<file path="src/rtl/ahb_lite_pkg.sv">
// Shared AHB-Lite encodings: transfer types, HSIZE values and the FIR slave register map.
package ahb_lite_pkg;

  typedef enum logic [1:0] {
    HTRANS_IDLE   = 2'b00,
    HTRANS_BUSY   = 2'b01,
    HTRANS_NONSEQ = 2'b10,
    HTRANS_SEQ    = 2'b11
  } htrans_e;

  localparam logic [2:0] HSIZE_BYTE = 3'd0;
  localparam logic [2:0] HSIZE_HALF = 3'd1;

  typedef enum logic [3:0] {
    FIR_STATUS = 4'h0,
    FIR_RESULT = 4'h2,
    FIR_SAMPLE = 4'h4,
    FIR_F0COEF = 4'h6,
    FIR_F1COEF = 4'h8,
    FIR_F2COEF = 4'hA,
    FIR_F3COEF = 4'hC,
    FIR_COCONF = 4'hE
  } fir_reg_e;

  // Only byte and halfword transfers exist on this bus; anything wider becomes halfword.
  function automatic logic [2:0] clamp_size(input logic [2:0] size);
    return (size == HSIZE_BYTE) ? HSIZE_BYTE : HSIZE_HALF;
  endfunction

endpackage

</file>
<file path="src/rtl/ahb_cmd_fifo.sv">
// Synchronous command FIFO with registered full/empty and a synchronous flush.
module ahb_cmd_fifo #(
  parameter int WIDTH = 24,
  parameter int DEPTH = 4
) (
  input  logic             clk,
  input  logic             n_rst,
  input  logic             flush,
  input  logic             push,
  input  logic [WIDTH-1:0] din,
  input  logic             pop,
  output logic [WIDTH-1:0] dout,
  output logic             full,
  output logic             empty
);

  localparam int AW = (DEPTH > 1) ? $clog2(DEPTH) : 1;

  logic [WIDTH-1:0] mem_q [DEPTH];
  logic [AW:0]      wr_ptr_q, wr_ptr_d;
  logic [AW:0]      rd_ptr_q, rd_ptr_d;
  logic             do_push, do_pop;

  // Pointers carry one extra wrap bit so full and empty are distinguishable.
  assign empty   = (wr_ptr_q == rd_ptr_q);
  assign full    = (wr_ptr_q[AW] != rd_ptr_q[AW]) && (wr_ptr_q[AW-1:0] == rd_ptr_q[AW-1:0]);
  assign dout    = mem_q[rd_ptr_q[AW-1:0]];
  assign do_push = push && !full && !flush;
  assign do_pop  = pop && !empty && !flush;

  always_comb begin
    wr_ptr_d = wr_ptr_q;
    rd_ptr_d = rd_ptr_q;
    if (flush) begin
      rd_ptr_d = wr_ptr_q;
    end else begin
      if (do_push) wr_ptr_d = wr_ptr_q + 1'b1;
      if (do_pop)  rd_ptr_d = rd_ptr_q + 1'b1;
    end
  end

  always_ff @(posedge clk or negedge n_rst) begin
    if (!n_rst) begin
      wr_ptr_q <= '0;
      rd_ptr_q <= '0;
    end else begin
      wr_ptr_q <= wr_ptr_d;
      rd_ptr_q <= rd_ptr_d;
    end
  end

  always_ff @(posedge clk) begin
    if (do_push) mem_q[wr_ptr_q[AW-1:0]] <= din;
  end

endmodule

</file>
<file path="src/rtl/ahb_lite_master.sv">
// AHB-Lite single-transfer master: command queue -> pipelined NONSEQ transfers -> one response each.
// Optional AHB_MASTER_ERR_FLUSH_EN: an error response flushes the queue and sets a sticky err_flag.
module ahb_lite_master
  import ahb_lite_pkg::*;
#(
  parameter int ADDR_WIDTH = 4,
  parameter int DATA_WIDTH = 2,
  parameter int FIFO_DEPTH = 4
) (
  input  logic                    clk,
  input  logic                    n_rst,
`ifdef AHB_MASTER_ERR_FLUSH_EN
  input  logic                    err_clr,
  output logic                    err_flag,
`endif
  input  logic                    issue_en,
  input  logic                    cmd_valid,
  output logic                    cmd_ready,
  input  logic                    cmd_write,
  input  logic [ADDR_WIDTH-1:0]   cmd_addr,
  input  logic [DATA_WIDTH*8-1:0] cmd_wdata,
  input  logic [2:0]              cmd_size,
  output logic                    rsp_valid,
  output logic                    rsp_write,
  output logic [DATA_WIDTH*8-1:0] rsp_rdata,
  output logic                    rsp_error,
  output logic                    busy,
  output logic                    hsel,
  output logic [1:0]              htrans,
  output logic [ADDR_WIDTH-1:0]   haddr,
  output logic [2:0]              hsize,
  output logic                    hwrite,
  output logic [DATA_WIDTH*8-1:0] hwdata,
  input  logic [DATA_WIDTH*8-1:0] hrdata,
  input  logic                    hresp
);

  localparam int DW = DATA_WIDTH * 8;
  localparam int CW = 1 + ADDR_WIDTH + DW + 3;

  typedef struct packed {
    logic                  write;
    logic [ADDR_WIDTH-1:0] addr;
    logic [DW-1:0]         wdata;
    logic [2:0]            size;
  } cmd_t;

  cmd_t            push_cmd, head_cmd;
  logic [CW-1:0]   head_bits;
  logic            fifo_full, fifo_empty, push, issue, flush, err_block;

  logic            ready_en_q;
  htrans_e         htrans_q, htrans_d;
  logic            hsel_q, hsel_d;
  logic [ADDR_WIDTH-1:0] haddr_q, haddr_d;
  logic [2:0]      hsize_q, hsize_d;
  logic            hwrite_q, hwrite_d;
  logic [DW-1:0]   awdata_q, awdata_d;
  logic            dph_valid_q, dph_valid_d;
  logic            dph_write_q, dph_write_d;
  logic [DW-1:0]   hwdata_q, hwdata_d;
  logic            rsp_valid_q, rsp_valid_d;
  logic            rsp_write_q, rsp_write_d;
  logic [DW-1:0]   rsp_rdata_q, rsp_rdata_d;
  logic            rsp_error_q, rsp_error_d;

`ifdef AHB_MASTER_ERR_FLUSH_EN
  logic err_flag_q, err_flag_d;

  assign flush     = dph_valid_q && hresp;
  assign err_block = err_flag_q;
  assign err_flag  = err_flag_q;
  assign err_flag_d = flush ? 1'b1 : (err_clr ? 1'b0 : err_flag_q);

  always_ff @(posedge clk or negedge n_rst) begin
    if (!n_rst) err_flag_q <= 1'b0;
    else        err_flag_q <= err_flag_d;
  end
`else
  assign flush     = 1'b0;
  assign err_block = 1'b0;
`endif

  // ready_en_q keeps cmd_ready low through reset and for the release edge itself.
  assign cmd_ready = ready_en_q && !fifo_full && !err_block;
  assign push      = cmd_valid && cmd_ready;
  assign issue     = !fifo_empty && issue_en && !flush;
  assign push_cmd  = '{write: cmd_write, addr: cmd_addr, wdata: cmd_wdata, size: cmd_size};
  assign head_cmd  = cmd_t'(head_bits);

  ahb_cmd_fifo #(
    .WIDTH (CW),
    .DEPTH (FIFO_DEPTH)
  ) u_fifo (
    .clk   (clk),
    .n_rst (n_rst),
    .flush (flush),
    .push  (push),
    .din   (push_cmd),
    .pop   (issue),
    .dout  (head_bits),
    .full  (fifo_full),
    .empty (fifo_empty)
  );

  // Address phase: load the queue head, otherwise IDLE with address/control held.
  always_comb begin
    htrans_d = HTRANS_IDLE;
    hsel_d   = 1'b0;
    haddr_d  = haddr_q;
    hsize_d  = hsize_q;
    hwrite_d = hwrite_q;
    awdata_d = awdata_q;
    if (issue) begin
      htrans_d = HTRANS_NONSEQ;
      hsel_d   = 1'b1;
      hsize_d  = clamp_size(head_cmd.size);
      haddr_d  = head_cmd.addr;
      if (hsize_d == HSIZE_HALF) haddr_d[0] = 1'b0;
      hwrite_d = head_cmd.write;
      awdata_d = head_cmd.wdata;
    end
  end

  // Data phase follows every address phase by one cycle; response is captured as it ends.
  always_comb begin
    dph_valid_d = hsel_q;
    dph_write_d = hwrite_q;
    hwdata_d    = (hsel_q && hwrite_q) ? awdata_q : '0;
    rsp_valid_d = dph_valid_q;
    rsp_write_d = rsp_write_q;
    rsp_rdata_d = rsp_rdata_q;
    rsp_error_d = rsp_error_q;
    if (dph_valid_q) begin
      rsp_write_d = dph_write_q;
      rsp_rdata_d = dph_write_q ? '0 : hrdata;
      rsp_error_d = hresp;
    end
  end

  always_ff @(posedge clk or negedge n_rst) begin
    if (!n_rst) begin
      ready_en_q  <= 1'b0;
      htrans_q    <= HTRANS_IDLE;
      hsel_q      <= 1'b0;
      haddr_q     <= '0;
      hsize_q     <= '0;
      hwrite_q    <= 1'b0;
      awdata_q    <= '0;
      dph_valid_q <= 1'b0;
      dph_write_q <= 1'b0;
      hwdata_q    <= '0;
      rsp_valid_q <= 1'b0;
      rsp_write_q <= 1'b0;
      rsp_rdata_q <= '0;
      rsp_error_q <= 1'b0;
    end else begin
      ready_en_q  <= 1'b1;
      htrans_q    <= htrans_d;
      hsel_q      <= hsel_d;
      haddr_q     <= haddr_d;
      hsize_q     <= hsize_d;
      hwrite_q    <= hwrite_d;
      awdata_q    <= awdata_d;
      dph_valid_q <= dph_valid_d;
      dph_write_q <= dph_write_d;
      hwdata_q    <= hwdata_d;
      rsp_valid_q <= rsp_valid_d;
      rsp_write_q <= rsp_write_d;
      rsp_rdata_q <= rsp_rdata_d;
      rsp_error_q <= rsp_error_d;
    end
  end

  assign htrans    = htrans_q;
  assign hsel      = hsel_q;
  assign haddr     = haddr_q;
  assign hsize     = hsize_q;
  assign hwrite    = hwrite_q;
  assign hwdata    = hwdata_q;
  assign rsp_valid = rsp_valid_q;
  assign rsp_write = rsp_write_q;
  assign rsp_rdata = rsp_rdata_q;
  assign rsp_error = rsp_error_q;
  // Stays high through the final response pulse.
  assign busy      = !fifo_empty || hsel_q || dph_valid_q || rsp_valid_q;

endmodule

</file>
<file path="config.mk">
export PLATFORM = sky130hd
export DESIGN_NAME = ahb_lite_master
export DESIGN_NICKNAME = d
export VERILOG_FILES = /design/src/rtl/ahb_lite_pkg.sv /design/src/rtl/ahb_cmd_fifo.sv /design/src/rtl/ahb_lite_master.sv
export SDC_FILE = /design/constraint.sdc
export NUM_CORES = 1
export LEC_CHECK = 0
export ABC_CLOCK_PERIOD_IN_PS = 2450
export CORE_MARGIN = 2
export CORE_UTILIZATION = 49
export CTS_CLUSTER_SIZE = 24
export DETAILED_ROUTE_END_ITERATION = 16
export GPL_TIMING_DRIVEN = 0
export PLACE_DENSITY = 0.77
export SYNTH_ARGS = -nofsm -noshare
export SYNTH_HDL_FRONTEND = slang
export SYNTH_HIERARCHICAL = 1
export SYNTH_SLANG_ARGS = --single-unit
</file>
<file path="constraint.sdc">
create_clock -name clk -period 2.45 [get_ports clk]
set_input_delay 0.3675 -clock clk [delete_from_list [all_inputs] [get_ports clk]]
set_output_delay 0.3675 -clock clk [all_outputs]
set_load 0.02 [all_outputs]
</file>
After elaboration in Yosys (flattened, before gate mapping)
Memory sizes are Yosys's and may differ from the RTL's.
Cells that the tools add are included.

cells by class
  add/sub/neg operators = 2
  reductions and logical operators = 13
  muxes and demuxes = 8
  equal/unequal tests = 4

operator list
  kind                                         count
  two-way mux 16 bit                           2
  logical AND 1 bit                            7
  adder 3 x 1 -> 3 bit, second input constant  2
  two-way mux 1 bit                            5
  == test 3 bit                                1
  zero test 3 bit                              1
  logical OR 1 bit                             3
  == test 2 bit                                1
  zero test 1 bit                              2
  two-way mux 2 bit                            1
  == test 1 bit, second input constant         1
  != test 1 bit                                1

storage, ports and cells
  bits of input ports = 45
  output and inout port bits = 48
  word-level logic and storage cells = 44
  bits in registers = 71
  memories = 1
  memory bits (writable) = 96

memories
  memory        words  bits a word  rd ports  clocked after Yosys merged registers in  wr ports  line                RTL
  u_fifo.mem_q  4      24           1         0                                        1         ahb_cmd_fifo.sv:19  logic [WIDTH-1:0] mem_q [DEPTH];

Longest topological paths before layout
  depth in word-level cells = 8
  mapped depth = 10
  mapped depth without buffers = 8

Modules after synthesis
The synthesis kept the hierarchy.

modules (own cells, without submodules)
  module           seq. area each (um^2)  area each (um^2)  instances  cells each
  ahb_cmd_fifo     3032.9                 4008.8            1          182
  ahb_lite_master  1526.5                 2373.5            1          169

Worst setup path before layout
Ideal clock, no wire load.

  kind = register -> register
  from = reg u_fifo.wr_ptr_q[1]
  to = mem u_fifo.mem_q[3][0], enable pin
  path slack = -178 ps
  library setup time = 379 ps
  clock period less this slack = 2628 ps
  stages on the path, launching flop included = 10
  data arrival time = 2249 ps
  required time = 2071 ps
  path buffers = 1
  cell sequence = dfrtp_1 -> buf_2 -> xnor2_2 -> nand2_1 -> nor2_1 -> nor2b_1 -> and2_1 -> nand2b_1 -> a311o_1 -> inv_1

between the ends
  longest elaborated chain between the ends = 8

ends and longest elaborated chain
  what                                     line                   RTL
  start: declaration                       ahb_cmd_fifo.sv:20     logic [AW:0] wr_ptr_q, wr_ptr_d;
  start signal: assignment                 ahb_cmd_fifo.sv:47     wr_ptr_q <= wr_ptr_d;
  == test 2 bit                            ahb_cmd_fifo.sv:26     assign full = (wr_ptr_q[AW] != rd_ptr_q[AW]) && (wr_ptr_q[AW-1:0] == rd_ptr_q[AW-1:0]);
  logical AND 1 bit                        ahb_cmd_fifo.sv:26
  via fifo_full                            ahb_lite_master.sv:50  logic fifo_full, fifo_empty, push, issue, flush, err_block;
  zero test 1 bit                          ahb_lite_master.sv:85  assign cmd_ready = ready_en_q && !fifo_full && !err_block;
  logical AND 1 bit                        ahb_lite_master.sv:85
  via cmd_ready                            ahb_lite_master.sv:18  output logic cmd_ready,
  logical AND 1 bit                        ahb_lite_master.sv:86  assign push = cmd_valid && cmd_ready;
  via push                                 ahb_lite_master.sv:50
  logical AND 1 bit                        ahb_cmd_fifo.sv:28     assign do_push = push && !full && !flush;
  two-way mux 1 bit                        ahb_cmd_fifo.sv:53     if (do_push) mem_q[wr_ptr_q[AW-1:0]] <= din;
  two-way mux 1 bit (not written as such)  ahb_cmd_fifo.sv:53
  end: declaration                         ahb_cmd_fifo.sv:19

The timed path passes the listed nets, and every way through them passes these cells.

Final worst setup path
  from = reg u_fifo.rd_ptr_q[0]
  to = out busy

between the ends
  longest elaborated chain between the ends = 5

ends and longest elaborated chain
  what                            line                    RTL
  start: declaration              ahb_cmd_fifo.sv:21      logic [AW:0] rd_ptr_q, rd_ptr_d;
  start signal: assignment        ahb_cmd_fifo.sv:48      rd_ptr_q <= rd_ptr_d;
  == test 3 bit                   ahb_cmd_fifo.sv:25      assign empty = (wr_ptr_q == rd_ptr_q);
  via fifo_empty                  ahb_lite_master.sv:50
  zero test 1 bit                 ahb_lite_master.sv:186  assign busy = !fifo_empty || hsel_q || dph_valid_q || rsp_valid_q;
  logical OR 1 bit (3 in series)  ahb_lite_master.sv:186
  end: declaration                ahb_lite_master.sv:27   output logic busy,

The timed path passes the listed nets, and every way through them passes these cells.

==> impl_metrics.toml <==
[finish]
final_util = 0.6570
final_net_count = 528
synthToLayoutAreaGrowth_pct = 30.43
final_cells = 663
n_antenna_cell = 0
drive_above_1_share = 0.2607
fillerInstances = 856

[global_route]
grt_max_degree = 68
grt_pass1_vias = 3791
gr-total-overflow = 0
antenna_found_initial = 0
grt_pass1_wl_um = 20530
grt_use_total = 0.1976

[detailed_routing]
wirelength_um = 13080
antenna_left = 0
top_layer = "met4"
detail_route.wl_per_cell_um = 19.72
remaining_drc_errors = 0
met2_length_um = 6534
met3_wirelength_um = 837
viasPerCell = 5.385
vias = 3570
dr.pass1.iters = 4
wl_met1_um = 5426
drt_iter0_drc = 229

[floorplanning]
coreArea_um2 = 12670
row_count = 41
die_x_um = 118.1
die-height_um = 118.1
dieArea_um2 = 13950
start_util = 0.5037
pin_count = 93

[timing]
finalHoldViolations = 0
fmax_mhz = 416.3
clock_skew_ns = 0.006023
fin_crit_sh = 0.9804
whs_ns = 0.06181
min_period_ns = 2.402
drv_slew = 0
setup_viol = 0
finalWorstSetupSlack_ns = 0.04809
tns_ns = 0
tightest_slew_ns = 0.8841
maxSlewHeadroom = 0.4106

[critical_path]
rr_startpoint = "u_fifo/rd_ptr_q[0]"
rr_endpoint = "hsize[0]"
cp_top_family = "simple AND/OR/NAND/NOR gates"
crit_slowest_cell = "or4b_4"
critPathKind = "flop to output port"
required_ns = 2.08
cp_num_buf_inv = 3
crit_fanout = 4
startpoint_type = "flop"
arrival_ns = 2.03
cp-end-kind = "output port"
r2r_slack_ns = 0.13
crit_chain = "buf_12 > xnor2_4 > nand3_2 > inv_2 > or4b_4 > buf_4"
slowest_delay_ns = 0.45
r2r_cells = 6

[logic_synthesis]
synth-edff-count = 96
synth_largest_area_cell = "edfxtp_1"
ys_ff_latch = 163
netlist_instances = 351
synth_most_common_cell = "edfxtp_1"
synthesis.area_um2 = 6382
avgSynthCellArea_um2 = 18.18
synth_area_leaders = "edfxtp_1 45%, dfrtp_1 26%, mux4_2 8.5%"
ys_seq_area_frac = 0.7144
synthArstFlopShare = 0.4110
synth.distinct_cells = 44
ys.flop_type = "edfxtp_1"
ys_top_cells_by_count = "96 x edfxtp_1, 67 x dfrtp_1, 24 x inv_1, 24 x mux4_2, 19 x mux2_4"
ys_warn_count = 6
synth_top_area_share = 0.4517

[cts]
clk_pin_slew_ns = 0.06
cts-buffers-inserted = 17
clkLatencyLatePin_ns = 0.42
root_buffer = "clkbuf_16"
clkSinkCount = 163
cts_tree = "done"
cts_buffer_depth = 2
cts_max_level = 4
ctsHoldBuffers = 0

[place]
dp_cells = 615
place_ws_ns = -0.2452
gp_congestion = 0.7787
io_buffers = 89
dp_hpwl_um = 7697

[power]
p_per_area_nw_per_um2 = 1267
p_leak_uw = 0.003208
max-vdd-ir-drop_v = 0.0006877

[flow_run]
max-cap-violations = 0

[run_status]
outcome = "complete, no violations"

[worst_hold_path]
min_path_type = "input pin to asynchronous set/reset pin"
[registers in the layout (all words and copies together), names as in the netlist]
signal / cells
rsp_valid: 1
dph_valid_q: 1
awdata_q: 16
htrans: 1
hsize: 1
rsp_write: 1
dph_write_q: 1
haddr: 4
ready_en_q: 1
hwdata: 16
u_fifo/wr_ptr_q: 3
u_fifo/rd_ptr_q: 3
u_fifo/mem_q: 96
hwrite: 1
rsp_rdata: 16
rsp_error: 1
[per-layer routing]
| metal | up-vias | track usage |
|---|---|---|
| li1 | 1576 | - |
| met3 | 24 | 0.05840 |
| met5 | - | 0 |
| met2 | 143 | 0.3255 |
| met4 | 0 | 0.08133 |
| met1 | 1827 | 0.2456 |
[how the worst max path moves through the flow]
stage | start | to | slack (ns) | depth (start not counted)
after floorplan | u_fifo/wr_ptr_q[1] | u_fifo/mem_q[0][0] | -0.01 | 9
after global placement | n_rst | hwdata[12] | -1.30 | 1
after detailed placement | u_fifo/rd_ptr_q[0] | u_fifo/mem_q[3][0] | -0.25 | 9
after CTS | u_fifo/rd_ptr_q[1] | busy | -0.19 | 6
after global routing | u_fifo/rd_ptr_q[1] | busy | -0.03 | 6
final | u_fifo/rd_ptr_q[0] | busy | 0.05 | 6
[stage by stage]
stage	area [um2]	total power (uW)
3_3_place_gp	7503	7354
3_5_place_dp	7501	7485
5_1_grt	8324	11050
4_1_cts	8198	10310
2_1_floorplan	6397	6195
6_report	8324	10540
[cells by family after synthesis]
kind of cell	after synthesis	share of synthesized area
other	2	0.001177
buffers and inverters	45	0.03862
flip-flops	163	0.7144
XOR/XNOR	8	0.01451
AND/OR/NAND/NOR	53	0.05470
multiplexers	48	0.1382
AO/OA/AOI/OAI	27	0.02863
adder cells (fa/ha/maj)	5	0.009802
[where the power goes]
| group | switching, uW | internal, uW | leakage [uW] |
|---|---|---|---|
| clock network | 1070 | 1610 | 0.000290 |
| logic | 1850 | 2080 | 0.00122 |
| registers | 391 | 3530 | 0.00170 |
[placed cells by master, fill, tap and decap left out, types with 6 or more instances in the layout]
master / count
edfxtp_1: 96
clkdlybuf4s50_1: 86
dfrtp_1: 66
mux4_2: 24
inv_1: 22
buf_4: 20
mux2_4: 19
clkbuf_16: 17
and3_1: 16
nand3b_1: 15
o21ai_0: 14
and2_4: 6
[what timing repair did]
item | in CTS | in global routing
cloned | 4 | 0
resized for setup | 15 | 14
endpoints found under the setup margin | 98 | 98
pin swaps | 4 | 4
setup buffers | 2 | 10
[cell type report]
cell class                 count  area, um2  area share
timing repair buffer         101      987.2      0.1186
buffer                        21      172.7     0.02074
sequential                   163       4561      0.5479
timing repair inverter         1      7.507   0.0009018
clock inverter                15      183.9     0.02210
multi-input combinational    149       1678      0.2016
tap                          172      215.2     0.02585
clock buffer                  17      425.4     0.05110
inverter                      24      93.84     0.01127
Note: power is estimated with default switching activity, not from simulation.
